--- config.mk ---
export PLATFORM = sky130hd
export DESIGN_NAME = jtopl_pg_enc
export DESIGN_NICKNAME = d
export VERILOG_FILES = /design/src/rtl/jtopl_pg_enc.sv
export SDC_FILE = /design/constraint.sdc
export NUM_CORES = 1
export LEC_CHECK = 0
export ABC_AREA = 0
export ABC_CLOCK_PERIOD_IN_PS = 2100
export CORE_MARGIN = 4
export CORE_UTILIZATION = 49
export CTS_BUF_LIST = sky130_fd_sc_hd__clkbuf_4
export CTS_CLUSTER_SIZE = 20
export DETAILED_ROUTE_END_ITERATION = 6
export GPL_TIMING_DRIVEN = 0
export PLACE_DENSITY = 0.87
export SETUP_SLACK_MARGIN = 0.15
export SLEW_MARGIN = 20
export SYNTH_ARGS = -nofsm -noshare
export SYNTH_HDL_FRONTEND = slang
export SYNTH_SLANG_ARGS = --single-unit
--- constraint.sdc ---
create_clock -name clk -period 2.1 [get_ports clk]
set_clock_uncertainty 0.1 [all_clocks]
set_input_delay 0.315 -clock clk [delete_from_list [all_inputs] [get_ports clk]]
set_output_delay 0.315 -clock clk [all_outputs]
set_load 0.02 [all_outputs]
--- src/rtl/jtopl_pg_enc.sv ---
// jtopl_pg_enc: inverse of the OPL phase-increment path. It turns a 17-bit target
//   phinc into a block/fnum pair such that phinc ~= (fnum << block) >> 1, keeping
//   as many fnum bits as possible. Latency is k+2 cycles from accept to out_valid,
//   where k (0..7) is the number of normalisation shifts. in_ready is high only in
//   IDLE; the result is held with out_valid high until out_ready is seen.
// Ports:
//   clk, rst_n           clock (rising edge), asynchronous active-low reset
//   in_valid, in_ready   request handshake, phinc_in is the 17-bit target
//   out_valid, out_ready result handshake, block[2:0] / fnum[9:0] / sat
module jtopl_pg_enc (
   input  logic        clk,
   input  logic        rst_n,
   input  logic        in_valid,
   output logic        in_ready,
   input  logic [16:0] phinc_in,
   output logic        out_valid,
   input  logic        out_ready,
   output logic [2:0]  block,
   output logic [9:0]  fnum,
   output logic        sat
);

   typedef enum logic [1:0] {
      S_IDLE  = 2'd0,
      S_NORM  = 2'd1,
      S_ROUND = 2'd2,
      S_DONE  = 2'd3
   } state_t;

   state_t      state_q, state_d;
   logic [17:0] v_q, v_d;        // working value, starts as phinc*2 (the fnum scale)
   logic [2:0]  blk_q, blk_d;    // shifts applied so far
   logic        rbit_q, rbit_d;  // last bit shifted out, used for half-up rounding
   logic [2:0]  block_q, block_d;
   logic [9:0]  fnum_q, fnum_d;
   logic        sat_q, sat_d;
   logic [11:0] r;               // one spare bit: at block 7 v[10:0]+rbit can reach 2048

   assign r = {1'b0, v_q[10:0]} + {11'd0, rbit_q};

   always_comb begin
      state_d = state_q;
      v_d     = v_q;
      blk_d   = blk_q;
      rbit_d  = rbit_q;
      block_d = block_q;
      fnum_d  = fnum_q;
      sat_d   = sat_q;
      case (state_q)
         S_IDLE: begin
            if (in_valid) begin
               v_d     = {phinc_in, 1'b0};
               blk_d   = 3'd0;
               rbit_d  = 1'b0;
               state_d = S_NORM;
            end
         end
         S_NORM: begin
            if ((v_q[17:10] != 8'd0) && (blk_q != 3'd7)) begin
               v_d    = v_q >> 1;
               rbit_d = v_q[0];
               blk_d  = blk_q + 3'd1;
            end else begin
               state_d = S_ROUND;
            end
         end
         S_ROUND: begin
            if (r <= 12'd1023) begin
               fnum_d  = r[9:0];
               block_d = blk_q;
               sat_d   = 1'b0;
            end else if (blk_q != 3'd7) begin
               // rounding carried into bit 10: renormalise one more octave
               fnum_d  = r[10:1];
               block_d = blk_q + 3'd1;
               sat_d   = 1'b0;
            end else begin
               fnum_d  = 10'd1023;
               block_d = 3'd7;
               sat_d   = 1'b1;
            end
            state_d = S_DONE;
         end
         S_DONE: begin
            if (out_ready) state_d = S_IDLE;
         end
         default: state_d = S_IDLE;
      endcase
   end

   always_ff @(posedge clk or negedge rst_n) begin
      if (!rst_n) begin
         state_q <= S_IDLE;
         v_q     <= 18'd0;
         blk_q   <= 3'd0;
         rbit_q  <= 1'b0;
         block_q <= 3'd0;
         fnum_q  <= 10'd0;
         sat_q   <= 1'b0;
      end else begin
         state_q <= state_d;
         v_q     <= v_d;
         blk_q   <= blk_d;
         rbit_q  <= rbit_d;
         block_q <= block_d;
         fnum_q  <= fnum_d;
         sat_q   <= sat_d;
      end
   end

   assign in_ready  = (state_q == S_IDLE);
   assign out_valid = (state_q == S_DONE);
   assign block     = block_q;
   assign fnum      = fnum_q;
   assign sat       = sat_q;

endmodule

**Yosys cells after proc, flatten, opt, wreduce, memory -nomap -nowiden**

Cells that the tools add are included.

- Register bits: 38
- Input bits: 21
- Output and inout bits: 16
- Logic and storage cells: 43

- $add $sub $neg: 2
- Magnitude comparators: 1
- Eq/ne operators: 8
- Multiplexer cells: 19
- Reduce and logical (&&, ||, !) cells: 6

Operators with widths:

| operator | number |
|---|---|
| $mux 18 | 2 |
| $pmux 18 s2 | 1 |
| $mux 10 | 2 |
| $add 11x1->12 | 1 |
| $le 12x10->1 const B | 1 |
| $mux 3 | 4 |
| $pmux 2 s4 | 1 |
| $reduce_bool 8->1 | 1 |
| $mux 2 | 3 |
| $ne 2x2->1 const B | 3 |
| $pmux 3 s2 | 1 |
| $reduce_and 3->1 | 2 |
| $eq 2x2->1 const B | 2 |
| $mux 1 | 4 |
| $add 3x1->3 const B | 1 |
| $ne 3x3->1 const B | 1 |
| $eq 2x1->1 const B | 1 |
| $logic_not 2->1 | 1 |
| $ne 2x1->1 const B | 1 |
| $pmux 1 s2 | 1 |
| $reduce_bool 2->1 | 1 |
| $logic_and 1x1->1 | 1 |

**Depth between registers and ports, before layout**

- Word-level depth: 4
- Depth in mapped cells: 9
- Mapped depth without buffers: 7

**Worst setup path before layout**

Ideal clock, no wire load.

- Path type: register -> register
- From: reg v_q[0]
- To: reg fnum_q[0], in the netlist fnum[0]
- Library setup time: 153 ps
- Arrival time: 2,009 ps
- Data required time: 1,847 ps
- Setup slack: -161 ps
- Stages on the path, launching flop included: 9
- Buffers on the path: 1
- Period minus slack after synthesis: 2,261 ps
- Path through: dfrtp_1 > ha_1 > ha_1 > and4_1 > or3b_4 > mux2i_4 > buf_6 > nor4_1 > a311oi_2

- Cells in the longest elaborated chain, start to end: 3
- Elaborated cells on any way between the ends: 4
- Those cells by class: add/sub (1); order compare (1); mux (2)

RTL lines:

| element | line | RTL |
|---|---|---|
| from (decl) | 31 | `logic [17:0] v_q, v_d;` |
| from (signal assigned) | 102 | `v_q <= v_d;` |
| $add 11x1->12 * | 39 | `assign r = {1'b0, v_q[10:0]} + {11'd0, rbit_q};` |
| $le 12x10->1 or $mux 10 (tied branches) | 68, 72 |  |
| $mux 10 * | 68 | `if (r <= 12'd1023) begin` |
| to (signal assigned) | 106 | `fnum_q <= fnum_d;` |
| to (decl) | 35 | `logic [9:0] fnum_q, fnum_d;` |

Every way passes the cells marked *; elsewhere a longest branch is shown, timed or not.
A chain may end at the register's enable or synchronous reset.

**Final worst setup path**

- From: reg rbit_q
- To: reg fnum_q[4], in the netlist fnum[4]

- Cells in the longest elaborated chain, start to end: 3
- Elaborated cells on any way between the ends: 4
- Those cells by class: add/sub (1); order compare (1); mux (2)

RTL lines:

| element | line | RTL |
|---|---|---|
| from (decl) | 33 | `logic rbit_q, rbit_d;` |
| from (signal assigned) | 104 | `rbit_q <= rbit_d;` |
| $add 11x1->12 * | 39 |  |
| $le 12x10->1 or $mux 10 (tied branches) | 68, 72 |  |
| $mux 10 * | 68 |  |

Marked as above.

==> results.cfg <==
[status]
status = finished with violations
violations = negative setup slack

[timing]
worstMarginPinSlew_ns = 0.579
relSlewSlack = 0.614
hold_viol = 0
final.period_utilization = 1.10
whs_ns = 0.292
setup-violations-final = 14
slew_viol_final = 0
max_clock_freq_mhz = 433
finalWorstSetupSlack_ns = -0.209
rsz0062_at_grt = true
tns_ns = -2.20
period_minus_slack_ns = 2.31

[synth]
yosys.area.top_type = dfrtp_1
synth_nets = 253
synth_seq_cells = 38
postSynthCellCount = 222
synth_edf_count = 0
yosysUniqueCellTypes = 32
synth.cell_area_sq_mm = 0.00212
synth.area.top_cells = dfrtp_1 45%, mux2i_1 8.0%, nand2_1 6.4%, ha_1 5.9%, o21ai_0 5.9%
ys_seq_area_frac = 0.449
synth_flop_cell = dfrtp_1
avgSynthCellArea_sq_um = 9.53
yosysWarnings = 0
synth_top_area_frac = 0.449
synthArstFlopShare = 1.00

[cts]
path_clk_slew_ns = 0.11
cts_buffers = 5
htreeDepth = 2
cts_tree = yes
cts_sinks = 38
insertion_delay_ns = 0.34
clockBufferDepth = 2
root_buffer = clkbuf_4

[floorplan]
die_w_um = 73.7
io-pin-count = 37
core_sq_mm = 0.00409
die_area_sq_mm = 0.00543
die_height_um = 73.7
placementRows = 23
start_util = 0.518

[route]
dr_total_vias = 1877
drt_iter0_markers = 164
ant_nets = 0
via_per_inst = 5.64
wl_per_cell_um = 16.8
drt_pass1_iterations = 4
routed_wl_um = 5590
route.detailed.drc = 0

[pwr]
power_density_mw_per_mm2 = 1540
power_frac_seq = 0.303
netSwitchingFraction = 0.462
comb_power_share = 0.613
switchingPower_mw = 2.10
power.total_mw = 4.55
p_clk_frac = 0.084
p_leak_nw = 1.20
ir_worst_vdd_uv = 807
cellInternalPower_mw = 2.45

[final_layout]
n_antenna_cell = 0
final_common_cell = dfrtp_1
fin_nets = 313
final_cell_mix = 38 x dfrtp_1, 36 x nand2_1, 33 x clkdlybuf4s50_1
synthToLayoutAreaGrowth_pct = 39.4
drive_above_1_share = 0.230

[critical_path]
crit_path_cell_trace = ha_2 -> ha_4 -> and4_4 -> or3b_4 -> mux2i_4 -> buf_6 -> nor3b_2 -> a211oi_1
critPathBufInv = 1
arrival_ns = 2.45
crit_path_top_delay_cell = or3b_4
required_ns = 2.24
cp-end-kind = flop
path_delay_family = simple AND/OR/NAND/NOR gates
cp-start-kind = flop
path_class = flop to flop
slowest_delay_ns = 0.43
critPathMaxFanout = 5

[run]
cap_violations = 0

[global_route]
antenna_found_initial = 0
grt_use_total = 0.203
grt_pass1_wl_um = 8500
grt_max_degree = 25
grt_pass1_vias = 1805
overflow = 0

[place]
numPortBuffers = 36
place_hpwl_um = 3520
place.gp.congestion = 0.775

[worst_hold_path]
hp-class = primary input to async pin
==> power by group through the flow <==
stage	clock, mW	combinational [mW]	sequential, mW
2_1_floorplan	0	1.41	1.46
3_3_place_gp	0	2.18	1.34
3_5_place_dp	0	2.26	1.37
4_1_cts	0.380	2.40	1.35
5_1_grt	0.413	3.03	1.42
6_report	0.382	2.79	1.38
==> routing by layer <==
metal  up-vias  GRT usage  part of all wire
met3         4     0.0369             0.054
met1       913      0.259              0.42
met2        67      0.354              0.52
met4         0     0.0483            0.0084
met5         -          0                 0
li1        893          -                 -
==> kinds of logic after synthesis <==
kind of cell / count (synthesis) / share of synthesized area
adders and majority gates: 10 / 0.0591
buffers and inverters: 28 / 0.0550
DFF: 38 / 0.449
and+or+nand+nor: 75 / 0.164
AOI/OAI and AO/OA: 44 / 0.144
xor gates and xnor gates: 9 / 0.0373
muxes: 18 / 0.0911
==> per-stage QoR <==
step / cell area [sq um] / util / setup WS, ns / std cells
2_1_floorplan: 2150 / - / -0.0728 / 222
3_3_place_gp: 2580 / 0.630 / -0.244 / 308
3_5_place_dp: 2590 / 0.634 / -0.266 / 309
4_1_cts: 2770 / 0.678 / -0.128 / 327
5_1_grt: 2950 / 0.722 / -0.307 / 333
6_report: 2950 / 0.722 / -0.209 / 333
==> flip-flops by register name, summed over array words and instances (netlist names) <==
name and cells:
v_q 18, fnum 10, blk_q 3, block 3, state_q 2, rbit_q 1, sat 1
==> Yosys cell counts (2+ instances only) <==
cell / count
inv_1: 13
nor3b_1: 5
a31oi_1: 3
ha_1: 10
mux2i_1: 17
o21ai_0: 25
a311oi_1: 5
nor3_1: 4
a211oi_1: 2
nor4_1: 4
dfrtp_1: 38
xor2_1: 4
a311oi_2: 4
clkbuf_1: 13
nand4_1: 2
o2bb2ai_1: 2
nor2_1: 16
xnor2_1: 5
nand3_1: 2
nand2_1: 36
==> final cells by class <==
cell class	count	area (sq um)
inverter	13	48.8
clock buffer	6	45.0
timing repair buffer	52	497
buffer	15	90.1
fill	297	1140
sequential	38	951
clock inverter	2	8.76
tap	50	62.6
multi-input combinational	157	1250
==> worst paths after layout <==
| check | startpoint | end | slack [ns] | cells past startpoint |
|---|---|---|---|---|
| worst max-delay path | rbit_q | fnum[4] | -0.21 | 8 |
| worst min-delay path | rst_n | block[2] | 0.29 | 2 |
| worst max register to register | rbit_q | fnum[4] | -0.21 | 8 |
| worst min register to register | sat | sat | 0.42 | 1 |
| max in group asynchronous | rst_n | blk_q[0] | 1.16 | 3 |
| min in group clk | phinc_in[16] | v_q[17] | 0.41 | 3 |
==> timing repair <==
item / CTS / global route
endpoints found under the setup margin: 38 / 39
hold buffers: 1 / 0
gates cloned: 3 / 0
buffers inserted: 6 / 6
hold endpoints to repair: 14 / 0
gates resized for setup: 15 / 47
pin swaps: 5 / 7
(Power assumes the default switching activity.)
